--- src/rtl/quad_step_encoder_pkg.sv ---
// Shared constants for the quadrature step encoder: direction codes,
// per-phase (a,b) patterns and the sequencer state encoding.
package quad_pkg;

  localparam logic DIR_CW  = 1'b1;
  localparam logic DIR_CCW = 1'b0;

  localparam logic [1:0] AB_REST = 2'b11;

  // CW: A falls first, so B is low when A rises again
  localparam logic [1:0] CW_PH0 = 2'b01;
  localparam logic [1:0] CW_PH1 = 2'b00;
  localparam logic [1:0] CW_PH2 = 2'b10;
  localparam logic [1:0] CW_PH3 = 2'b11;

  localparam logic [1:0] CCW_PH0 = 2'b10;
  localparam logic [1:0] CCW_PH1 = 2'b00;
  localparam logic [1:0] CCW_PH2 = 2'b01;
  localparam logic [1:0] CCW_PH3 = 2'b11;

  localparam logic [1:0] LAST_PHASE = 2'd3;

  typedef enum logic [1:0] {
    IDLE = 2'd0,
    RUN  = 2'd1,
    FIN  = 2'd2
  } qstate_e;

  function automatic logic [1:0] phase_ab(input logic dir, input logic [1:0] ph);
    logic [1:0] ab;
    ab = AB_REST;
    if (dir == DIR_CW) begin
      case (ph)
        2'd0:    ab = CW_PH0;
        2'd1:    ab = CW_PH1;
        2'd2:    ab = CW_PH2;
        default: ab = CW_PH3;
      endcase
    end else begin
      case (ph)
        2'd0:    ab = CCW_PH0;
        2'd1:    ab = CCW_PH1;
        2'd2:    ab = CCW_PH2;
        default: ab = CCW_PH3;
      endcase
    end
    return ab;
  endfunction

endpackage

--- src/rtl/quad_step_encoder_phase_timer.sv ---
// Free-running prescaler: counts 0..PERIOD-1, pulses tick on the last count,
// and restarts from 0 on tick or on a synchronous clear.
module phase_timer #(
  parameter int unsigned PERIOD = 1000
) (
  input  logic clk,
  input  logic rst,
  input  logic clr,
  output logic tick
);

  localparam int unsigned W = (PERIOD > 1) ? $clog2(PERIOD) : 1;
  localparam logic [W-1:0] LAST = W'(PERIOD - 1);

  logic [W-1:0] cnt;

  assign tick = (cnt == LAST);

  always_ff @(posedge clk or posedge rst) begin
    if (rst) begin
      cnt <= '0;
    end else if (clr || tick) begin
      cnt <= '0;
    end else begin
      cnt <= cnt + 1'b1;
    end
  end

endmodule

--- src/rtl/quad_step_encoder.sv ---
// Quadrature step transmitter: turns a (direction, detent count)
// command into full four-phase A/B cycles that always end at rest (11).
//
// state | meaning
// IDLE  | a=b=1, waiting for a command
// RUN   | stepping through phases 0..3 of the current detent
// FIN   | single-cycle completion, done pulses
module quad_step_encoder
  import quad_pkg::*;
#(
  parameter int unsigned PHASE_CYC = 1000,
  parameter int unsigned CNT_W     = 8
) (
  input  logic             clk,
  input  logic             rst,
  input  logic             cmd_valid,
  output logic             cmd_ready,
  input  logic             cmd_dir,
  input  logic [CNT_W-1:0] cmd_steps,
  input  logic             abort,
  output logic             a,
  output logic             b,
  output logic             busy,
  output logic             done,
  output logic [CNT_W-1:0] steps_left
);

  qstate_e          state, state_n;
  logic             dir_q, dir_n;
  logic [1:0]       phase_q, phase_n;
  logic [CNT_W-1:0] steps_q, steps_n;
  logic             abort_q, abort_n;
  logic [1:0]       ab_q, ab_n;
  logic             timer_clr;
  logic             tick;
  logic [CNT_W-1:0] steps_dec;
  logic [1:0]       phase_inc;
  logic             abort_seen;

  phase_timer #(
    .PERIOD (PHASE_CYC)
  ) u_timer (
    .clk  (clk),
    .rst  (rst),
    .clr  (timer_clr),
    .tick (tick)
  );

  assign steps_dec  = steps_q - 1'b1;
  assign phase_inc  = phase_q + 1'b1;
  // an abort arriving on the very tick that ends a detent still counts
  assign abort_seen = abort_q | abort;

  always_ff @(posedge clk or posedge rst) begin
    if (rst) begin
      state   <= IDLE;
      dir_q   <= DIR_CCW;
      phase_q <= 2'd0;
      steps_q <= '0;
      abort_q <= 1'b0;
      ab_q    <= AB_REST;
    end else begin
      state   <= state_n;
      dir_q   <= dir_n;
      phase_q <= phase_n;
      steps_q <= steps_n;
      abort_q <= abort_n;
      ab_q    <= ab_n;
    end
  end

  always_comb begin
    state_n   = state;
    dir_n     = dir_q;
    phase_n   = phase_q;
    steps_n   = steps_q;
    abort_n   = abort_q;
    ab_n      = ab_q;
    timer_clr = 1'b0;
    case (state)
      IDLE: begin
        abort_n = 1'b0;
        ab_n    = AB_REST;
        if (cmd_valid) begin
          dir_n     = cmd_dir;
          steps_n   = cmd_steps;
          phase_n   = 2'd0;
          timer_clr = 1'b1;
          if (cmd_steps != '0) begin
            state_n = RUN;
            ab_n    = phase_ab(cmd_dir, 2'd0);
          end else begin
            state_n = FIN;
          end
        end
      end
      RUN: begin
        abort_n = abort_seen;
        if (tick) begin
          if (phase_q == LAST_PHASE) begin
            steps_n = steps_dec;
            if ((steps_dec == '0) || abort_seen) begin
              state_n = FIN;
              ab_n    = AB_REST;
            end else begin
              phase_n = 2'd0;
              ab_n    = phase_ab(dir_q, 2'd0);
            end
          end else begin
            phase_n = phase_inc;
            ab_n    = phase_ab(dir_q, phase_inc);
          end
        end
      end
      FIN: begin
        abort_n = 1'b0;
        state_n = IDLE;
      end
      default: begin
        state_n = IDLE;
        ab_n    = AB_REST;
      end
    endcase
  end

  assign cmd_ready  = (state == IDLE);
  assign busy       = (state == RUN);
  assign done       = (state == FIN);
  assign a          = ab_q[1];
  assign b          = ab_q[0];
  assign steps_left = steps_q;

endmodule
--- config.mk ---
export PLATFORM = sky130hd
export DESIGN_NAME = quad_step_encoder
export DESIGN_NICKNAME = d
export VERILOG_FILES = /design/src/rtl/quad_step_encoder_pkg.sv /design/src/rtl/quad_step_encoder_phase_timer.sv /design/src/rtl/quad_step_encoder.sv
export SDC_FILE = /design/constraint.sdc
export NUM_CORES = 1
export LEC_CHECK = 0
export BUFFER_PORTS_ARGS = -buffer_cell sky130_fd_sc_hd__buf_2
export CORE_ASPECT_RATIO = 0.7
export CORE_MARGIN = 2
export CORE_UTILIZATION = 56
export DETAILED_ROUTE_END_ITERATION = 8
export GPL_TIMING_DRIVEN = 0
export PLACE_DENSITY_LB_ADDON = 0.25
export SYNTH_ARGS = -nofsm -noshare
export SYNTH_HDL_FRONTEND = slang
export SYNTH_SLANG_ARGS = --single-unit
--- constraint.sdc ---
create_clock -name clk -period 4 [get_ports clk]
set_input_delay 0.8 -clock clk [delete_from_list [all_inputs] [get_ports clk]]
set_output_delay 0.8 -clock clk [all_outputs]
set_load 0.1 [all_outputs]
**Yosys cells after proc, flatten, opt, wreduce, memory -nomap -nowiden**

Index checks and enable logic that the tools add are counted.

- Bits in registers: 26
- Latch bits: 0
- RAM bits: 0
- ROM bits: 0
- Bits of input ports: 13
- Output and inout bits: 13
- Logic and storage cells: 67
- Memories: 0

- Add/subtract/negate cells: 3
- Multiply operators: 0
- Div/mod/pow operators: 0
- Magnitude comparators: 0
- Equality and inequality tests: 11
- Shifts and indexed selects: 0
- Multiplexer cells: 30
- Bitwise gates (word level): 2
- Reduce and logical (&&, ||, !) cells: 14

Operator list:

| kind | number |
|---|---|
| $mux W2 | 17 |
| $mux W8 | 3 |
| $pmux W2 S3 | 3 |
| $pmux W8 S2 | 1 |
| $reduce_and A4 Y1 | 3 |
| $add A10 B1 Y10 const B | 1 |
| $eq A10 B10 Y1 const B | 1 |
| $mux W10 | 1 |
| $logic_not A8 Y1 | 1 |
| $pmux W2 S2 | 2 |
| $reduce_bool A8 Y1 | 1 |
| $sub A8 B1 Y8 const B | 1 |
| $eq A2 B2 Y1 const B | 3 |
| $ne A2 B1 Y1 const B | 3 |
| $eq A2 B1 Y1 const B | 2 |
| $logic_not A2 Y1 | 2 |
| $reduce_and A2 Y1 | 2 |
| $reduce_bool A2 Y1 | 2 |
| $ne A3 B3 Y1 const B | 1 |
| $add A2 B1 Y2 const B | 1 |
| $logic_or A1 B1 Y1 | 2 |
| $mux W1 | 2 |
| $ne A2 B2 Y1 const B | 1 |
| $pmux W1 S2 | 1 |
| other kinds (3) | 3 |

**Logic depth before layout (Yosys ltp)**

Gate-level depths: netlist of the first run.

- Word-level depth: 7
- Depth in mapped cells: 7

**Hierarchy**

Synthesis of the first run repeated with hierarchy kept, for this count alone.

- Cells, all modules: 176
- Area total of the unflattened synthesis: 1,589.0 sq um

By module, submodules not included:

| module | instances | cells an instance | area each (sq um) | sequential area each (sq um) |
|---|---|---|---|---|
| quad_step_encoder | 1 | 119 | 1,043.5 | 402.9 |
| phase_timer | 1 | 57 | 545.5 | 250.2 |

**Worst setup path before layout of the first run**

No wires, ideal clock.

- Path kind: register -> output
- Start point: register state[0]
- End point: output port done
- Arrival time: 1.868 ns
- Required time: 3.200 ns
- Slack: 1.332 ns
- Stages on the path, launching flop included: 3
- Buffers on the path: 1
- Path through: dfrtp_1 -> clkbuf_1 -> nor2_1

- Longest elaborated chain between the ends: 1

RTL lines:

| what | RTL line | text |
|---|---|---|
| from (decl) | quad_step_encoder.sv:28 | `qstate_e state, state_n;` |
| from (signal assigned) | quad_step_encoder.sv:63 | `state <= state_n;` |
| $eq A2 B2 Y1 | quad_step_encoder.sv:128 | `assign done = (state == FIN);` |
| to (decl) | quad_step_encoder.sv:24 | `output logic done,` |

No other way between the ends.

**Worst setup path in the final report of the first run**

- Start point: register state[1]
- End point: output port busy

- Longest elaborated chain between the ends: 1

RTL lines:

| what | RTL line | text |
|---|---|---|
| $eq A2 B1 Y1 | quad_step_encoder.sv:127 | `assign busy = (state == RUN);` |
| to (decl) | quad_step_encoder.sv:23 | `output logic busy,` |

No other way between the ends.

==> summary.txt, run 1 <==
Synth
  • Largest cells by area after synthesis: dfrtp_1, nor2_1, a21oi_1
  • Compound-Gate Fraction of Synth Area: about 18%
  • Flops & latches, synth: 26
  • Share of the synthesized area in the top cell type: between 30% and 40%
  • YS warnings: 0
  • Xor/xnor share of the synthesized area: ~5.6%
  • Adder-Cell Fraction of Synth Area: 3.20%
  • Synth cell types: between 40 and 50
  • Synth area leader: dfrtp_1
  • Number of flops mapped to enable cells by yosys: 0
  • Mapped Nets: 197
  • Main combinational cell family by area after synthesis: simple AND/OR/NAND/NOR gates
  • Cells after Synth: 180
  • Simple-gate portion of the synthesized area: about 26%
  • Mux share of post-synthesis cell area: 2.08%
  • Mapped Area: 1560 sq um
  • Top_reg_cell synth: dfrtp_1
  • Syn_area_per_cell: a little under 9 sq um
  • Async SR Flop Fraction: 100%
  • Register area share after synthesis: 41.8%

Global routing
  • GRT Overall Usage: roughly a quarter
  • Largest net degree at the start of global routing: 27
  • Initial antenna violation count: 0
  • Grt ovf: 0
  • Number of global-route vias before repair: 1239
  • First-pass GRT wire length: 5900 um

Drt
  • 1st-iter DRT viols: 120
  • Routed length per instance: 14.7 um
  • Antenna Nets Post-Route: 0
  • Vias/cell: 5.81
  • Drt first pass iters: 4
  • WL final: between 3000 and 4000 um
  • Drc violations: 0
  • Via count: 1413

Finish
  • Area Growth Syn to Fin: 15.3%
  • Most common cell after layout, fill and taps aside: buf_2
  • Non-Filler Instances: 243
  • Layout Nets: approximately 230
  • Antenna cell count: 0
  • Share of cells above drive strength 1: a little under a fifth
  • Most frequent cells in the layout: buf_2, dfrtp_1, nor2_1
  • Fin area: between 1500 and 2000 sq um
  • FILL cells: 215

Placement
  • Placer Congestion: ~0.83
  • Port-buffer cells: 25
  • Placed insts: roughly 240
  • Cell Area, Placed: about 1700 sq um
  • Dpl hpwl: around 2700 um

CTS
  • Root buf cell: clkbuf_8
  • CTS sink cnt: 26
  • Post-CTS setup buffer count: 0
  • Clk Latency, worst-skew pair: 270 ps
  • CTS tree: yes
  • CTS resizes: 0
  • # H-tree levels: 1
  • Total CTS buffers: 3
  • Cts-stage hold buffer count: 0
  • CTS clk-pin slew, worst paths: about 90 ps
  • CTS Buffer Depth: 2

Timing
  • Minimum clock period: ~3000 ps
  • Max Freq: about 0.34 GHz
  • Slew HR: around 33%
  • Worst Tran Pin Value: around 1000 ps
  • Fin. Hold Viols: 0
  • Endpoints failing setup: 0
  • Max-slew violation count: 0
  • Clock Skews: ~8 ps
  • RSZ-0062 raised after global routing: false
  • Period utilization: between 70% and 80%
  • Setup Total Neg Slack: 0 ps

Die
  • Initial core utilization: around 61%
  • Core Region: around 2600 sq um
  • FP Rows: 15
  • Die area: roughly 3200 sq um
  • Die Wd: between 60 and 70 um
  • # IOs: 26
  • Die H: 48.2 um

Run
  • Max_cap viols: 0

Setup path
  • Slack of the worst reg-to-reg path: around 1600 ps
  • Worst Path Required: about 3200 ps
  • Worst Path Arrival: around 2100 ps
  • CP Launch Type: flop
  • Crit path max fanout: 10
  • Worst setup EP type: primary output
  • Crit path kind: flop to primary output

Worst hold path
  • Min-Delay Path Class: flop to flop

Pwr
  • Total power: around 1.5 mW
  • Power Density: about 830 nW/um^2
  • Max VDD drop: roughly 0.77 mV
  • Leakage power: between 0.8 and 0.9 nW

Status
  • Status: completed
-- worst max-delay path, stage by stage, from the launching register on --
cell and delay, ps:
dfrtp_1 440, inv_1 210, nand2_1 100, inv_1 220, clkbuf_1 360, buf_2 510
-- metal layers --
| metal | GRT usage [%] | vias to the layer above | share of wire (%) |
|---|---|---|---|
| met5 | 0 | - | 0 |
| met4 | 6.94 | 0 | 0.81 |
| met3 | 5.08 | 2 | 4.9 |
| met2 | 40.8 | 38 | 45 |
| met1 | 35.9 | 679 | 49 |
| li1 | - | 694 | - |
-- report_power, final --
group          switching [mW]  internal, mW
registers               0.126         0.369
logic                   0.586         0.202
clock network          0.0826         0.134
-- cells in the mapped netlist, types with 2 or more instances --
| master | n |
|---|---|
| o21ai_0 | 7 |
| xnor2_1 | 4 |
| and3_1 | 4 |
| nor4_1 | 3 |
| nor3b_1 | 3 |
| o221ai_1 | 2 |
| nand2_1 | 18 |
| nor2b_1 | 3 |
| nor2_1 | 23 |
| dfstp_2 | 2 |
| dfrtp_1 | 24 |
| nor4b_1 | 2 |
| mux2_2 | 2 |
| a21oi_1 | 15 |
| clkbuf_1 | 5 |
| inv_1 | 9 |
| buf_2 | 2 |
| xor2_1 | 6 |
| nand3_1 | 7 |
| o32a_1 | 2 |
| o22ai_1 | 4 |
| nand4_1 | 3 |
| ha_1 | 4 |
| nand2b_1 | 2 |
| nor3_1 | 3 |
| a22o_1 | 2 |
| or2_2 | 2 |
-- cell families (layout without fill, tap and decap cells) --
logic type / count (synthesis) / count (layout)
xor+xnor: 10 / 10
flops: 26 / 26
buf+inv: 16 / 45
fa+ha+maj: 4 / 4
simple gates: 79 / 79
compound gates: 42 / 42
mux: 3 / 3
-- flip-flops by register name, indices dropped and copies added, names as in the netlist --
signal / flops
abort_q: 1
u_timer.cnt: 10
state: 2
phase_q: 2
ab_q: 2
steps_left: 8
dir_q: 1
-- stage by stage --
| step | hold WS, ps | worst slack, ps | util, % |
|---|---|---|---|
| finish | 492 | 1080 | 70.6 |
| global route | 518 | 927 | 70.6 |
| CTS | 491 | 1130 | 70.6 |
| detailed placement | 478 | 1440 | 67.8 |
| global placement | 468 | 1470 | 67.8 |
| floorplan | 455 | 1330 | - |
-- layout make-up --
type | instances | area (sq um) | share of cell area, %
flip-flops and latches | 26 | 653 | 36.2
clock buffers | 3 | 41.3 | 2.29
inverters | 9 | 33.8 | 1.87
well taps | 34 | 42.5 | 2.36
repair buffers | 25 | 125 | 6.94
clock inverters | 1 | 30.0 | 1.67
plain buffers | 7 | 28.8 | 1.60
multi-input cells | 138 | 847 | 47.0
-- worst paths after layout --
kind	depth (start not counted)	endpoint	start
max in group asynchronous	2	steps_left[0]$_DFFE_PP0P_	rst
max reg2reg	7	steps_left[0]$_DFFE_PP0P_	u_timer.cnt[0]$_DFF_PP0_
min reg2reg	1	u_timer.cnt[0]$_DFF_PP0_	u_timer.cnt[0]$_DFF_PP0_
min	1	u_timer.cnt[0]$_DFF_PP0_	u_timer.cnt[0]$_DFF_PP0_
min in group asynchronous	2	steps_left[7]$_DFFE_PP0P_	rst
max	5	busy	state[1]$_DFFE_PP0P_
Power figures use the tool's default switching activity.
==> run 2: changes to the inputs <==
- CORE_UTILIZATION: 56 -> 55
- clock period: 4 -> 2.9 ns (I/O delays scaled with it)
==> summary.txt, run 2 (same netlist as run 1, synthesis figures left out) <==
Global routing
  • First-pass GRT wire length: 6070 um (+2.9%)
  • Initial antenna violation count: 0 (unchanged)
  • Number of global-route vias before repair: 1291 (+4.2%)
  • Largest net degree at the start of global routing: 27 (unchanged)
  • GRT Overall Usage: 24.2% (-1.2 points)
  • Grt ovf: 0 (unchanged)

Setup path
  • CP max stage delay: 510 ps (about the same)
  • Crit path kind: flop to primary output
  • Sum of buffers and inverters on the critical path: 4 (unchanged)
  • Most used cell, CP: inv_1
  • R2r endpoint: steps_left[0]$_DFFE_PP0P_
  • Worst Path Required: 2320 ps (-880 ps)
  • RR Startpoint: u_timer.cnt[0]$_DFF_PP0_
  • Cell chain of the critical path: inv_1 -> nand2_1 -> inv_1 -> clkbuf_1 -> buf_2
  • CP delay by family, top: buffers and inverters
  • Worst Path Arrival: 2140 ps (+20 ps)
  • Crit-path slowest cell: buf_2
  • CP Launch Type: flop
  • Worst setup EP type: primary output
  • Slack of the worst reg-to-reg path: 440 ps (-1130 ps)
  • Critical path depth: 5 (unchanged)
  • Critical Path Sink: busy
  • Crit path max fanout: 10 (unchanged)
  • Worst R2R Path Depth: 7 (unchanged)
  • Critical path startpoint: state[1]$_DFFE_PP0P_

Placement
  • Dpl hpwl: 2750 um (+2.7%)
  • Placer Congestion: 0.872 (+5.3%)
  • DP Worst Slack: 485 ps (-955 ps)
  • Placed insts: 241 (+0.84%)
  • Port-buffer cells: 25 (unchanged)
  • Cell Area, Placed: 1730 sq um (+0.14%)

Timing
  • Fin. Hold Viols: 0 (unchanged)
  • Endpoints failing setup: 0 (unchanged)
  • Period utilization: between 90% and 100%
  • Final worst slack: 182 ps (-897 ps)
  • Final Hold Slack: 492 ps (+0.339 ps)
  • Setup Total Neg Slack: 0 ps (unchanged)
  • Clock Skews: 0.994 ps (-7.14 ps)
  • Slew HR: 33.8% (+0.36 points)
  • Worst Tran Pin Value: 991 ps (-5.46 ps)
  • RSZ-0062 raised after global routing: false
  • Max-slew violation count: 0 (unchanged)
  • Max Freq: between 0.3 and 0.4 GHz
  • Minimum clock period: 2720 ps

Drt
  • Antenna Nets Post-Route: 0 (unchanged)
  • Via count: 1423 (+0.71%)
  • Drc violations: 0 (unchanged)
  • 1st-iter DRT viols: 136 (+13%)
  • Routed length per instance: 14.9 um (+1.2%)
  • Vias/cell: 5.81 (-0.11%)
  • WL final: 3650 um (+2.0%)
  • Drt first pass iters: 4 (unchanged)

CTS
  • # H-tree levels: 1 (unchanged)
  • CTS Buffer Depth: 2 (unchanged)
  • Root buf cell: clkbuf_8
  • CTS resizes: 0 (unchanged)
  • Cts-stage hold buffer count: 0 (unchanged)
  • CTS sink cnt: 26 (unchanged)
  • CTS clk-pin slew, worst paths: 90 ps (about the same)
  • CTS tree: yes
  • Post-CTS setup buffer count: 0 (unchanged)
  • Total CTS buffers: 3 (unchanged)
  • Clk Latency, worst-skew pair: 270 ps (about the same)

Die
  • Initial core utilization: 57.0% (-4.2 points)
  • FP Rows: 16 (+1)
  • Die Wd: 67.7 um (+0.85%)
  • Core Region: 2740 sq um (+7.5%)
  • Die H: 48.6 um (+0.83%)
  • Die area: 3290 sq um (+1.7%)
  • # IOs: 26 (unchanged)

Finish
  • Most common cell after layout, fill and taps aside: buf_2
  • Largest register FFs: 10 (unchanged)
  • Most frequent cells in the layout: buf_2, dfrtp_1, nor2_1
  • Area Growth Syn to Fin: 13.8%
  • FILL cells: 223 (+3.7%)
  • Share of cells above drive strength 1: 18.7% (-0.48 points)
  • Non-Filler Instances: 245 (+0.82%)
  • Biggest register: u_timer.cnt
  • Antenna cell count: 0 (unchanged)
  • Fin area: 1780 sq um (-1.3%)
  • Layout Nets: 227 (unchanged)
  • Core Util, Final: 64.8% (-5.8 points)

Pwr
  • Leakage power: 0.814 nW (-1.6%)
  • Power Density: 1120 nW/um^2 (+35%)
  • Max VDD drop: 0.891 mV (+16%)
  • Total power: 1.99 mW (+33%)

Run
  • Max_cap viols: 0 (unchanged)

Status
  • Status: completed

Worst hold path
  • Min-Delay Path Class: flop to flop
==> run 2: cell count changes in the layout (fill, tap and decap cells not counted) <==
cell | previous run | this run
bufinv_16 | 1 | 0
clkbuf_1 | 5 | 6
==> run 2: final cells by class <==
type | instances | area, sq um | share of cell area [%]
Sequential cell | 26 | 653 | 36.7
Multi-Input combinational cell | 138 | 847 | 47.6
Timing Repair Buffer | 25 | 125 | 7.04
Tap cell | 36 | 45.0 | 2.53
Buffer | 7 | 28.8 | 1.62
Clock buffer | 4 | 45.0 | 2.53
Inverter | 9 | 33.8 | 1.90
==> run 2: worst min-delay path by stage <==
| stage | end | slack (ps) | start | depth (start not counted) |
|---|---|---|---|---|
| floorplan | u_timer.cnt[0]$_DFF_PP0_ | 460 | u_timer.cnt[0]$_DFF_PP0_ | 1 |
| global placement | u_timer.cnt[0]$_DFF_PP0_ | 470 | u_timer.cnt[0]$_DFF_PP0_ | 1 |
| detailed placement | u_timer.cnt[0]$_DFF_PP0_ | 480 | u_timer.cnt[0]$_DFF_PP0_ | 1 |
| CTS | u_timer.cnt[0]$_DFF_PP0_ | 490 | u_timer.cnt[0]$_DFF_PP0_ | 1 |
| global route | ab_q[0]$_DFFE_PP1P_ | 520 | ab_q[0]$_DFFE_PP1P_ | 1 |
| finish | u_timer.cnt[0]$_DFF_PP0_ | 490 | u_timer.cnt[0]$_DFF_PP0_ | 1 |
==> run 2: per-layer routing <==
layer  global-route usage, %  vias up  part of all wire [%]
met5                       0        -                     0
met4                    2.04        0                  0.11
met3                    5.58        2                   4.6
met2                    36.8       31                    46
met1                    36.7      697                    49
li1                        -      693                     -
==> run 2: power by group <==
group / switching (mW) / total (mW) / internal [mW]
Combinational: 0.821 / 1.10 / 0.279
Clock: 0.111 / 0.210 / 0.0984
Sequential: 0.172 / 0.681 / 0.509
==> run 3: changes to the inputs <==
- CORE_UTILIZATION: 55 -> 50
- SKIP_LAST_GASP: default -> 1
- clock period: 2.9 -> 2.4 ns (I/O delays scaled with it)
==> summary.txt, run 3 (same netlist as run 1, synthesis figures left out) <==
Timing
  • RSZ-0062 raised after global routing: true
  • Max Freq: around 0.43 GHz
  • Final worst slack: 73.2 ps (-109 ps)
  • Endpoints failing setup: 0 (unchanged)
  • Slew HR: 32.3% (-1.5 points)
  • Fin. Hold Viols: 0 (unchanged)
  • Worst Tran Pin Value: 1010 ps (+22.4 ps)
  • Clock Skews: 3.54 ps (+2.55 ps)
  • Minimum clock period: ~2300 ps
  • Max-slew violation count: 0 (unchanged)
  • Period utilization: a little over nine tenths

Setup path
  • Worst Path Required: 2570 ps (+250 ps)
  • Sum of buffers and inverters on the critical path: 1 (-3)
  • Crit path max fanout: 5 (-5)
  • Crit-path slowest cell: dfrtp_2
  • CP max stage delay: 440 ps (-70 ps)
  • Cell chain of the critical path: or3_1 -> buf_2 -> or3_4 -> a311oi_2 -> o21ai_0 -> mux2_2
  • Worst Path Arrival: 2490 ps (+350 ps)
  • CP delay by family, top: simple AND/OR/NAND/NOR gates
  • Worst setup EP type: flop
  • CP Launch Type: flop
  • Crit path kind: flop to flop

Die
  • FP Rows: 16 (unchanged)
  • Die Wd: 70.8 um (+4.6%)
  • Initial core utilization: 54.2% (-2.8 points)
  • Die H: 50.8 um (+4.5%)
  • Core Region: 2880 sq um (+5.1%)
  • Die area: 3600 sq um (+9.3%)
  • # IOs: 26 (unchanged)

Finish
  • Largest register FFs: 10 (unchanged)
  • Area Growth Syn to Fin: 17.2%
  • Most frequent cells in the layout: buf_2, nor2_1, dfrtp_1
  • Layout Nets: 227 (unchanged)
  • Share of cells above drive strength 1: 22.5% (+3.8 points)
  • Fin area: 1830 sq um (+3.0%)
  • Antenna cell count: 0 (unchanged)
  • Most common cell after layout, fill and taps aside: buf_2
  • Biggest register: u_timer.cnt
  • Non-Filler Instances: 245 (unchanged)
  • FILL cells: 254 (+14%)

Placement
  • Cell Area, Placed: 1740 sq um (+0.22%)
  • Dpl hpwl: 2700 um (-1.9%)
  • DP Worst Slack: -103 ps (-587 ps)
  • Port-buffer cells: 25 (unchanged)
  • Placer Congestion: 0.874 (+0.23%)
  • Placed insts: 241 (unchanged)

Drt
  • Via count: 1431 (+0.56%)
  • Antenna Nets Post-Route: 0 (unchanged)
  • 1st-iter DRT viols: 98 (-28%)
  • Vias/cell: 5.84 (+0.56%)
  • Drt first pass iters: 5 (+1)
  • WL final: 3720 um (+1.8%)
  • Drc violations: 0 (unchanged)
  • Routed length per instance: 15.2 um (+1.8%)

Global routing
  • Initial antenna violation count: 0 (unchanged)
  • First-pass GRT wire length: 6300 um (+3.7%)
  • GRT Overall Usage: 22.1% (-2.1 points)
  • Largest net degree at the start of global routing: 27 (unchanged)
  • Grt ovf: 0 (unchanged)
  • Number of global-route vias before repair: 1303 (+0.93%)

Pwr
  • Max VDD drop: 1.02 mV (+14%)
  • Leakage power: 0.831 nW (+2.2%)
  • Power Density: 1350 nW/um^2 (+21%)

CTS
  • CTS sink cnt: 26 (unchanged)
  • # H-tree levels: 1 (unchanged)
  • Total CTS buffers: 3 (unchanged)
  • Root buf cell: clkbuf_8
  • Cts-stage hold buffer count: 0 (unchanged)
  • CTS tree: yes
  • Clk Latency, worst-skew pair: 270 ps (about the same)
  • Post-CTS setup buffer count: 0 (unchanged)
  • CTS Buffer Depth: 2 (unchanged)
  • CTS clk-pin slew, worst paths: 90 ps (about the same)

Worst hold path
  • Min-Delay Path Class: input pin to asynchronous set/reset pin

Run
  • Max_cap viols: 0 (unchanged)

Status
  • Status: completed
run 3: path summary, 6_finish.rpt:
path / startpoint / to / slack, ps / depth (start not counted)
max: steps_left[0]$_DFFE_PP0P_ / phase_q[0]$_DFFE_PP0P_ / 70 / 6
min: rst / u_timer.cnt[7]$_DFF_PP0_ / 430 / 2
max reg2reg: steps_left[0]$_DFFE_PP0P_ / phase_q[0]$_DFFE_PP0P_ / 70 / 6
min reg2reg: u_timer.cnt[0]$_DFF_PP0_ / u_timer.cnt[0]$_DFF_PP0_ / 500 / 1
max in group asynchronous: rst / steps_left[0]$_DFFE_PP0P_ / 1290 / 2
min in group clk: cmd_dir / dir_q$_DFFE_PP0P_ / 480 / 2
run 3: per-stage QoR:
step	total power, mW	setup TNS [ps]	hold WS, ps	util, %
6_report	2.48	0	433	63.5
5_1_grt	2.63	-54.0	497	63.5
4_1_cts	2.44	-43.4	465	62.4
3_5_place_dp	2.15	-128	487	60.2
3_3_place_gp	2.11	0	470	60.2
2_1_floorplan	1.91	0	455	-
run 3: what timing repair did:
| action | in CTS | in global routing |
|---|---|---|
| gates resized for setup | 2 | 7 |
| hold endpoints to repair | 0 | 0 |
| cloned | 0 | 0 |
| endpoints found under the setup margin | 3 | 16 |
run 3: worst register-to-register path, stage by stage, from the launching register on:
cell      delay (ps)
dfrtp_2          440
or3_1            360
buf_2            160
or3_4            370
a311oi_2         370
o21ai_0          220
mux2_2           300
run 3: per-layer routing:
metal / GRT usage (%) / wire [um] / part of all wire [%] / up-vias
li1: - / - / - / 701
met1: 32.7 / 1810 / 49 / 673
met3: 5.62 / 264 / 7.1 / 4
met2: 33.6 / 1620 / 44 / 53
met4: 2.52 / 20 / 0.54 / 0
met5: 0 / 0 / 0 / -
run 3: power breakdown:
group / switching [mW] / total [mW] / internal, mW
clock network: 0.141 / 0.288 / 0.147
logic: 0.986 / 1.34 / 0.357
registers: 0.228 / 0.848 / 0.620
total: 1.35 / 2.48 / 1.12
run 3: layout make-up:
type	instances	area (sq um)	area share, %
Timing Repair Buffer	25	131	7.17
Tap cell	36	45.0	2.46
Sequential cell	26	657	35.9
Multi-Input combinational cell	138	880	48.0
Clock buffer	4	55.1	3.01
Inverter	9	33.8	1.84
Buffer	7	30.0	1.64
